--- src/rtl/n64adv2_dram_arbiter.sv ---
// -----------------------------------------------------------------------------
// n64adv2_dram_arbiter
//
// Shares the single SDRAM between three clients:
//   * periodic auto-refresh (highest priority),
//   * the HDMI-side output-line reader (read bursts),
//   * the N64-side input-line writer (write bursts).
// Only one command is in flight at a time. The FSM walks IDLE -> ISSUE -> WAIT.
// A command is chosen in IDLE, presented for exactly one cycle in ISSUE, and
// the arbiter then holds NOP in WAIT until the controller reports completion.
//
// Optional feature macro: N64ADV2_DRAM_STARVATION_GUARD_EN
//   When defined, a write that has waited through RD_STREAK_MAX read grants
//   in a row wins over the next read. Refresh still comes first. When the
//   macro is undefined, read always beats write.
//
// Ports
//   DRAM_CLK_i         SDRAM domain clock. All logic uses the rising edge.
//   DRAM_nRST_i        Asynchronous active-low reset.
//   rd_req_i/rd_addr_i Read burst request and address. The request is held
//                      until the grant arrives.
//   rd_gnt_o           One-cycle pulse: the read burst was issued.
//   rd_done_o          One-cycle pulse: the read burst completed.
//   wr_req_i/wr_addr_i Write burst request and address.
//   wr_gnt_o           One-cycle pulse: the write burst was issued.
//   wr_done_o          One-cycle pulse: the write burst completed.
//   ctrl_rdy_i         The controller is idle and initialised.
//   ctrl_cmd_o         Command code: 00 NOP, 01 RD, 10 WR, 11 REFRESH.
//   ctrl_addr_o        Latched burst address that goes with ctrl_cmd_o.
//   ctrl_done_i        One-cycle pulse: the issued command finished.
//   busy_o             High while the FSM is in ISSUE or WAIT.
//   refresh_overrun_o  Sticky flag: the refresh backlog overflowed.
// -----------------------------------------------------------------------------
module n64adv2_dram_arbiter #(
  parameter int ADDR_W         = 22,
  parameter int REFRESH_CYCLES = 780,
  parameter int RD_STREAK_MAX  = 4
) (
  input  logic              DRAM_CLK_i,
  input  logic              DRAM_nRST_i,
  input  logic              rd_req_i,
  input  logic [ADDR_W-1:0] rd_addr_i,
  output logic              rd_gnt_o,
  output logic              rd_done_o,
  input  logic              wr_req_i,
  input  logic [ADDR_W-1:0] wr_addr_i,
  output logic              wr_gnt_o,
  output logic              wr_done_o,
  input  logic              ctrl_rdy_i,
  output logic [1:0]        ctrl_cmd_o,
  output logic [ADDR_W-1:0] ctrl_addr_o,
  input  logic              ctrl_done_i,
  output logic              busy_o,
  output logic              refresh_overrun_o
);

  localparam int CNT_W = (REFRESH_CYCLES > 2) ? $clog2(REFRESH_CYCLES) : 1;
  localparam logic [CNT_W-1:0] REF_RELOAD = CNT_W'(REFRESH_CYCLES - 1);

  localparam logic [1:0] CMD_NOP = 2'b00;
  localparam logic [1:0] CMD_RD  = 2'b01;
  localparam logic [1:0] CMD_WR  = 2'b10;
  localparam logic [1:0] CMD_REF = 2'b11;

  typedef enum logic [1:0] {
    ST_IDLE  = 2'd0,
    ST_ISSUE = 2'd1,
    ST_WAIT  = 2'd2
  } state_e;

  state_e            state_q, state_d;
  logic [1:0]        cmd_q, cmd_d;
  logic [1:0]        owner_q, owner_d;   // source of the command in flight
  logic [ADDR_W-1:0] addr_q, addr_d;
  logic              rd_gnt_q, rd_gnt_d;
  logic              wr_gnt_q, wr_gnt_d;
  logic              rd_done_q, rd_done_d;
  logic              wr_done_q, wr_done_d;
  logic              busy_q, busy_d;
  logic [CNT_W-1:0]  ref_cnt_q, ref_cnt_d;
  logic [1:0]        pend_q, pend_d;     // refresh backlog, saturates at 3
  logic              overrun_q, overrun_d;
  logic              expire_s;
  logic              take_ref_s;         // a refresh is selected this cycle
  logic              wr_first_s;         // write beats a competing read

`ifdef N64ADV2_DRAM_STARVATION_GUARD_EN
  localparam int STREAK_W = (RD_STREAK_MAX > 0) ? $clog2(RD_STREAK_MAX + 1) : 1;
  localparam logic [STREAK_W-1:0] STREAK_LIMIT = STREAK_W'(RD_STREAK_MAX);

  logic [STREAK_W-1:0] streak_q, streak_d;

  // Count reads granted past a waiting write. Clear the count once the write wins or goes away.
  always_comb begin
    streak_d = streak_q;
    if (rd_gnt_d && wr_req_i) begin
      if (streak_q == STREAK_LIMIT) begin
        streak_d = streak_q;
      end else begin
        streak_d = streak_q + STREAK_W'(1);
      end
    end else if (wr_gnt_d || !wr_req_i) begin
      streak_d = {STREAK_W{1'b0}};
    end else begin
      streak_d = streak_q;
    end
  end

  // Streak counter register.
  always_ff @(posedge DRAM_CLK_i or negedge DRAM_nRST_i) begin
    if (!DRAM_nRST_i) begin
      streak_q <= {STREAK_W{1'b0}};
    end else begin
      streak_q <= streak_d;
    end
  end

  assign wr_first_s = wr_req_i && (streak_q == STREAK_LIMIT);
`else
  assign wr_first_s = 1'b0;
`endif

  assign expire_s = (ref_cnt_q == {CNT_W{1'b0}});

  // FSM next state and next registered outputs. Every output is registered,
  // so each value computed here becomes visible one cycle later.
  always_comb begin
    state_d    = state_q;
    cmd_d      = CMD_NOP;
    owner_d    = owner_q;
    addr_d     = addr_q;
    rd_gnt_d   = 1'b0;
    wr_gnt_d   = 1'b0;
    rd_done_d  = 1'b0;
    wr_done_d  = 1'b0;
    take_ref_s = 1'b0;
    case (state_q)
      ST_IDLE: begin
        if (ctrl_rdy_i && ((pend_q != 2'd0) || rd_req_i || wr_req_i)) begin
          state_d = ST_ISSUE;
          if (pend_q != 2'd0) begin
            cmd_d      = CMD_REF;
            owner_d    = CMD_REF;
            take_ref_s = 1'b1;
          end else if (rd_req_i && !wr_first_s) begin
            cmd_d    = CMD_RD;
            owner_d  = CMD_RD;
            addr_d   = rd_addr_i;
            rd_gnt_d = 1'b1;
          end else begin
            // Reached only when a write request is present.
            cmd_d    = CMD_WR;
            owner_d  = CMD_WR;
            addr_d   = wr_addr_i;
            wr_gnt_d = 1'b1;
          end
        end else begin
          state_d = ST_IDLE;
        end
      end
      ST_ISSUE: begin
        state_d = ST_WAIT;
      end
      ST_WAIT: begin
        if (ctrl_done_i) begin
          state_d   = ST_IDLE;
          rd_done_d = (owner_q == CMD_RD);
          wr_done_d = (owner_q == CMD_WR);
        end else begin
          state_d = ST_WAIT;
        end
      end
      default: begin
        state_d = ST_IDLE;
      end
    endcase
    busy_d = (state_d != ST_IDLE);
  end

  // Refresh interval timer and backlog. When the timer expires in the same
  // cycle that a refresh is taken, the two cancel and the backlog is unchanged.
  always_comb begin
    pend_d    = pend_q;
    overrun_d = overrun_q;
    if (expire_s) begin
      ref_cnt_d = REF_RELOAD;
    end else begin
      ref_cnt_d = ref_cnt_q - CNT_W'(1);
    end
    if (expire_s && !take_ref_s) begin
      if (pend_q == 2'd3) begin
        overrun_d = 1'b1;
      end else begin
        pend_d = pend_q + 2'd1;
      end
    end else if (!expire_s && take_ref_s) begin
      pend_d = pend_q - 2'd1;
    end else begin
      pend_d = pend_q;
    end
  end

  // State, refresh bookkeeping and output registers.
  always_ff @(posedge DRAM_CLK_i or negedge DRAM_nRST_i) begin
    if (!DRAM_nRST_i) begin
      state_q   <= ST_IDLE;
      cmd_q     <= CMD_NOP;
      owner_q   <= CMD_NOP;
      addr_q    <= {ADDR_W{1'b0}};
      rd_gnt_q  <= 1'b0;
      wr_gnt_q  <= 1'b0;
      rd_done_q <= 1'b0;
      wr_done_q <= 1'b0;
      busy_q    <= 1'b0;
      ref_cnt_q <= REF_RELOAD;
      pend_q    <= 2'd0;
      overrun_q <= 1'b0;
    end else begin
      state_q   <= state_d;
      cmd_q     <= cmd_d;
      owner_q   <= owner_d;
      addr_q    <= addr_d;
      rd_gnt_q  <= rd_gnt_d;
      wr_gnt_q  <= wr_gnt_d;
      rd_done_q <= rd_done_d;
      wr_done_q <= wr_done_d;
      busy_q    <= busy_d;
      ref_cnt_q <= ref_cnt_d;
      pend_q    <= pend_d;
      overrun_q <= overrun_d;
    end
  end

  assign ctrl_cmd_o        = cmd_q;
  assign ctrl_addr_o       = addr_q;
  assign rd_gnt_o          = rd_gnt_q;
  assign wr_gnt_o          = wr_gnt_q;
  assign rd_done_o         = rd_done_q;
  assign wr_done_o         = wr_done_q;
  assign busy_o            = busy_q;
  assign refresh_overrun_o = overrun_q;

endmodule
--- config.mk ---
export PLATFORM = sky130hd
export DESIGN_NAME = n64adv2_dram_arbiter
export DESIGN_NICKNAME = d
export VERILOG_FILES = /design/src/rtl/n64adv2_dram_arbiter.sv
export SDC_FILE = /design/constraint.sdc
export NUM_CORES = 1
export LEC_CHECK = 0
export CORE_MARGIN = 1
export CORE_UTILIZATION = 50
export CTS_BUF_LIST = sky130_fd_sc_hd__clkbuf_4 sky130_fd_sc_hd__clkbuf_8
export CTS_CLUSTER_DIAMETER = 150
export DETAILED_ROUTE_END_ITERATION = 10
export GPL_TIMING_DRIVEN = 0
export PLACE_DENSITY = 0.86
export SETUP_SLACK_MARGIN = 0.15
export SLEW_MARGIN = 30
export SYNTH_ARGS = -nofsm -noshare
export SYNTH_HDL_FRONTEND = slang
export SYNTH_SLANG_ARGS = --single-unit
--- constraint.sdc ---
create_clock -name DRAM_CLK_i -period 4 [get_ports DRAM_CLK_i]
set_input_delay 0.6 -clock DRAM_CLK_i [delete_from_list [all_inputs] [get_ports DRAM_CLK_i]]
set_output_delay 0.6 -clock DRAM_CLK_i [all_outputs]
set_load 0.01 [all_outputs]
Yosys cells after proc, flatten, opt, wreduce, memory -nomap -nowiden
Cells that the tools add are included.
{ "word_totals": {"input_bits": 50, "ff_bits": 46, "output_inout_bits": 30} }
{ "classes": {"bitwise_logic": 1, "n_eq_ne": 6, "n_reduce_logical": 16, "n_addsub": 3, "n_mux": 27} }
{ "op_table": {"columns": ["op", "count"], "rows": [
  ["22-bit two-way mux", 1],
  ["1-bit two-way mux", 16],
  ["2-bit two-way mux", 8],
  ["10-bit zero test", 1],
  ["10-bit two-way mux", 1],
  ["10-bit by 1-bit subtractor with 10-bit output, second input constant", 1],
  ["2-bit equality test, second input constant", 3],
  ["2-bit one-hot mux with 3 select lines", 1],
  ["2-bit AND reduction", 3],
  ["2-bit nonzero test", 3],
  ["2-bit by 1-bit equality test with 1-bit output, second input constant", 2],
  ["1-bit logical AND", 3],
  ["3-bit AND reduction", 1],
  ["2-bit by 1-bit adder with 2-bit output, second input constant", 1],
  ["1-bit zero test", 2],
  ["2-bit zero test", 1],
  ["1-bit logical OR", 2],
  ["2-bit != test, second input constant", 1],
  ["2-bit by 1-bit subtractor with 2-bit output, second input constant", 1],
  ["1-bit NOT", 1]
]} }

Logic depth before layout (Yosys ltp)
{ "logic_depth": {"word_depth": 10, "ltp_mapped": 7} }

Worst setup path after synthesis
No wires, ideal clock.
{ "synth_timing": {"kind": "register to register", "from": "register ref_cnt_q[0]", "to": "register pend_q[0]", "required_time_ns": 3.880, "t_arrival_ns": 1.663, "path_slack_ns": 2.217, "path_stages_with_launch": 8, "cell_sequence": "dfstp_2 inv_1 ha_1 buf_4 nor3b_2 nand3_2 mux2_2 a31o_1"} }
{ "synth_between": {"elab_chain_cells": 5, "word_cells_on_any_way": 8} }
{ "synth_rtl": {"columns": ["item", "line_no", "text"], "rows": [
  ["start, declared", "80", "logic [CNT_W-1:0] ref_cnt_q, ref_cnt_d;"],
  ["start signal, assigned", "228", "ref_cnt_q <= ref_cnt_d;"],
  ["10-bit zero test (*)", "123", "assign expire_s = (ref_cnt_q == {CNT_W{1'b0}});"],
  ["1-bit zero test", "196", "end else if (!expire_s && take_ref_s) begin"],
  ["1-bit logical AND", "196", null],
  ["2-bit nonzero test (no source line)", null, null],
  ["2-bit AND reduction (no source line)", null, null],
  ["end signal, assigned", "229", "pend_q <= pend_d;"],
  ["end, declared", "81", "logic [1:0] pend_q, pend_d;"]
]} }
Every way passes the cells marked *; elsewhere a longest branch is shown, timed or not.
A chain may end at the register's enable or synchronous reset.

Worst setup path in the final report
{ "layout_timing": {"from": "input ctrl_rdy_i", "to": "register addr_q[17], in the netlist ctrl_addr_o[17]"} }
{ "layout_between": {"elab_chain_cells": 2} }
{ "layout_rtl": {"columns": ["item", "line_no", "text"], "rows": [
  ["start, declared", "49", "input logic ctrl_rdy_i,"],
  ["1-bit logical AND", "139", "if (ctrl_rdy_i && ((pend_q != 2'd0) || rd_req_i || wr_req_i)) begin"],
  ["3-bit AND reduction (no source line)", null, null],
  ["end signal, assigned", "209", "addr_q <= {ADDR_W{1'b0}};"],
  ["end signal, assigned", "222", "addr_q <= addr_d;"],
  ["end, declared", "74", "logic [ADDR_W-1:0] addr_q, addr_d;"]
]} }
Every way passes these cells.

==> impl_summary.txt <==
----------------------------------------------------
[Logic synthesis]
  Number of synthesized flops with an enable pin ... 0
  Post-synthesis instance total ... 228
  Async S/R FF share, synth ... 100%
  Count of synthesis-stage warnings from yosys ... 0
  Mapped Nets ... 279
  Distinct cells, synth ... 44
  Top flip-flop cell by instance count after synthesis ... dfrtp_1
  Flip-flop and latch count after synthesis ... 46
  Post-Synthesis Mean Instance Area ... 10.4 um^2
  Sequential cell area fraction in the yosys report ... 49.0%
  Post-Syn Area ... 2360 um^2

[Critical path]
  Type of the worst setup path ... primary input to register
  Arrival time at the worst endpoint ... between 2 and 2.5 ns
  Setup crit end kind ... register
  Crit path launch type ... primary input
  Startpoint of the most critical register-to-register path ... ref_cnt_q[0]
  Required time at the endpoint of the critical path ... 4.19 ns
  Crit. Startpoint ... ctrl_rdy_i
  Highest net fanout along the worst path ... 10

[Power]
  Part of the total power dissipated in the clock network ... 20.3%
  Leak pwr ... 1.33 nW
  Power per standard cell area ... ~520 nW/um^2
  Internal portion of total power ... 1.18 mW
  Total power of the final layout ... 1.71 mW
  Sequential Power Share ... 41.6%
  Switching power share of the total ... a little under a third
  VDD IR-drop max ... 318 uV
  Comb power frac ... 38.1%
  Switching power total ... approximately 0.53 mW

[Clocking]
  Clock edge transition at the registers on the reported setup and hold paths ... 0.08 ns
  # clock sinks ... between 40 and 50
  Max Root-Sink Buffers ... 2
  Number of setup buffers added after CTS ... 0
  Total CTS buffers ... 5
  Clock root buffer ... clkbuf_8
  Number of levels in the clock H-tree ... 2
  Number of resized instances in the post-cts repair step ... 0
  Clock tree from TritonCTS ... done
  Skew-Pair Late Insertion Delay ... 0.31 ns
  Post-CTS Hold Fix Bufs ... 0

[Route]
  Drt pass-1 iters ... 7
  Total via count after detailed routing ... roughly 2100
  Number of DRC markers after the initial detailed-route iteration ... 206
  Post-route ant nets ... 0
  Detail-routed net length per standard cell ... 16.2 um
  DRC violation count after routing ... 10
  Routed WL ... 5.91 mm
  Avg Vias per Cell ... between 5 and 6

[Layout]
  Finished Cell Area ... 3310 um^2
  Post-layout util ... 74.5%
  Layout-stage area growth over the synthesis result ... 40.1%
  Diodes inserted ... 0
  Fraction of layout cells with a size suffix above 1 ... 12.5%
  Fill cells ... about 330
  Count of placed standard cells in the final layout, fillers left out ... 365
  Total Nets Final ... 363

[Status]
  Violated checks ... design-rule violations
  Run status ... complete, but fails checks

[Placed design]
  Dpl cell area ... around 3200 um^2
  Placed cell count ... 357
  Post-placement worst setup slack ... 1.72 ns
  Weighted congestion reported at the end of routability-driven placement ... 0.805
  Placed wire-length estimate ... 4.29 mm
  Buffers added on ports ... 77

[STA]
  Actual slew at the worst max-slew pin ... 0.570 ns
  Max_slew headroom ... 62.0%
  Crit path time final ... 1.95 ns
  Final hold slack ... 0.290 ns
  Share of the cycle needed by the critical path after routing ... 48.6%
  Final sum of negative setup slack ... 0 ns
  Number of max-slew violations in the final report ... 0
  Unrepaired setup endpoints after global routing ... no
  Clock Skews ... 0.00633 ns
  Final setup slack of the worst path ... 2.05 ns
  Hold violation count in the final report ... 0
  Fmax ... between 0.5 and 0.6 GHz
  Number of setup violations in the final report ... 0

[Floorplanning]
  Die footprint ... 5000 um^2
  Die height ... 70.7 um
  Total core area ... 4440 um^2
  Initial cell density of the core ... a little over half
  Ports ... 80
  Row count ... 24
  Die W ... 70.7 um

[Global route]
  Overflow left after global routing ... 0
  Largest net degree at the start of global routing ... 47
  Total Routing Usage GR ... 24.9%
  Antenna violations before repair ... 0
  First-pass GRT wire length ... roughly 9.7 mm
  Number of global-route vias before repair ... 2062

[Min path]
  Min-delay worst type ... primary input to async pin

[Run]
  Count of max-cap constraint violations ... 0

----------------------------------------------------
-- critical path, stage by stage --
cell and delay (ns):
clkdlybuf4s50_1 0.48, nor3b_4 0.26, nand2_1 0.18, buf_2 0.23
a221o_1 0.37
-- cells in the final DEF (no fill, tap or decap), types with 2 or more instances in the layout --
cell | synthesis | routed
nand2_1 | 10 | 10
clkinvlp_4 | 0 | 2
dfstp_2 | 5 | 5
buf_6 | 2 | 2
clkbuf_1 | 8 | 8
nand3b_1 | 3 | 3
buf_2 | 8 | 8
buf_4 | 1 | 2
o31ai_1 | 2 | 2
inv_1 | 3 | 3
or3_1 | 2 | 2
a221o_1 | 22 | 22
dfrtp_1 | 41 | 41
nor3_1 | 2 | 2
a21oi_1 | 28 | 28
nor3_2 | 2 | 2
a21o_1 | 2 | 2
clkdlybuf4s50_1 | 0 | 76
mux2_2 | 4 | 4
nor3b_1 | 2 | 2
clkbuf_8 | 0 | 5
nand4_1 | 22 | 22
o21a_1 | 2 | 2
nor2_1 | 10 | 10
o21ai_0 | 2 | 2
nand2b_1 | 24 | 24
-- registers in the layout, indices dropped and copies added, names as in the netlist --
register           count
ctrl_addr_o           22
refresh_overrun_o      1
pend_q                 2
state_q                2
rd_gnt_o               1
ref_cnt_q             10
wr_gnt_o               1
busy_o                 1
rd_done_o              1
owner_q                2
ctrl_cmd_o             2
wr_done_o              1
-- worst paths after layout --
kind / end / cells after the start / slack (ns)
setup / recovery: ctrl_addr_o[17] / 5 / 2.05
hold / removal: rd_done_o / 1 / 0.29
setup reg to reg: pend_q[0] / 7 / 2.13
hold reg to reg: ref_cnt_q[0] / 1 / 0.47
max in group asynchronous: ctrl_addr_o[7] / 1 / 3.33
min in group DRAM_CLK_i: ref_cnt_q[0] / 1 / 0.47
-- layout make-up --
cell class / instances / area (um^2) / share of cell area [%]
buffer: 20 / 105 / 3.18
clock buffer: 5 / 68.8 / 2.08
clock inverter: 3 / 45.0 / 1.36
inverter: 3 / 11.3 / 0.340
multi-input combinational: 159 / 1090 / 32.9
sequential: 46 / 1160 / 35.0
tap: 52 / 65.1 / 1.97
timing repair buffer: 77 / 768 / 23.2
-- per-layer routing --
layer	share of wire, %	up-vias	global-route usage, %	wire length [um]
met2	49	67	40.7	2920
met5	0	-	0	0
met1	43	1028	32.0	2540
li1	-	1026	-	-
met4	2.7	0	10.4	159
met3	5.1	15	5.56	302
-- power groups by stage --
stage                     Sequential (mW)  Combinational [mW]  Clock [mW]
after floorplan                     0.757               0.239           0
after global placement              0.708               0.636           0
after detailed placement            0.715               0.649           0
after CTS                           0.709               0.656       0.358
after global routing                0.726               0.699       0.376
final                               0.711               0.652       0.348
-- Yosys cell counts, types with 3 or more instances --
cell	count	area [um^2]
clkbuf_1	8	30.0
buf_2	8	40.0
nand2b_1	24	150
a221o_1	22	220
nand3b_1	3	22.5
dfstp_2	5	131
inv_1	3	11.3
nand4_1	22	138
nor2_1	10	37.5
mux2_2	4	45.0
dfrtp_1	41	1030
a21oi_1	28	140
nand2_1	10	37.5
-- cell families after synthesis --
kind of cell / count (synthesis) / synth area share (%)
flip-flops: 46 / 49.0
XOR/XNOR: 1 / 0.371
multiplexers: 4 / 1.91
AO/OA/AOI/OAI: 65 / 20.0
buffers and inverters: 23 / 4.93
AND/OR/NAND/NOR: 88 / 23.3
adder cells (fa/ha/maj): 1 / 0.530
(Power assumes the default switching activity.)
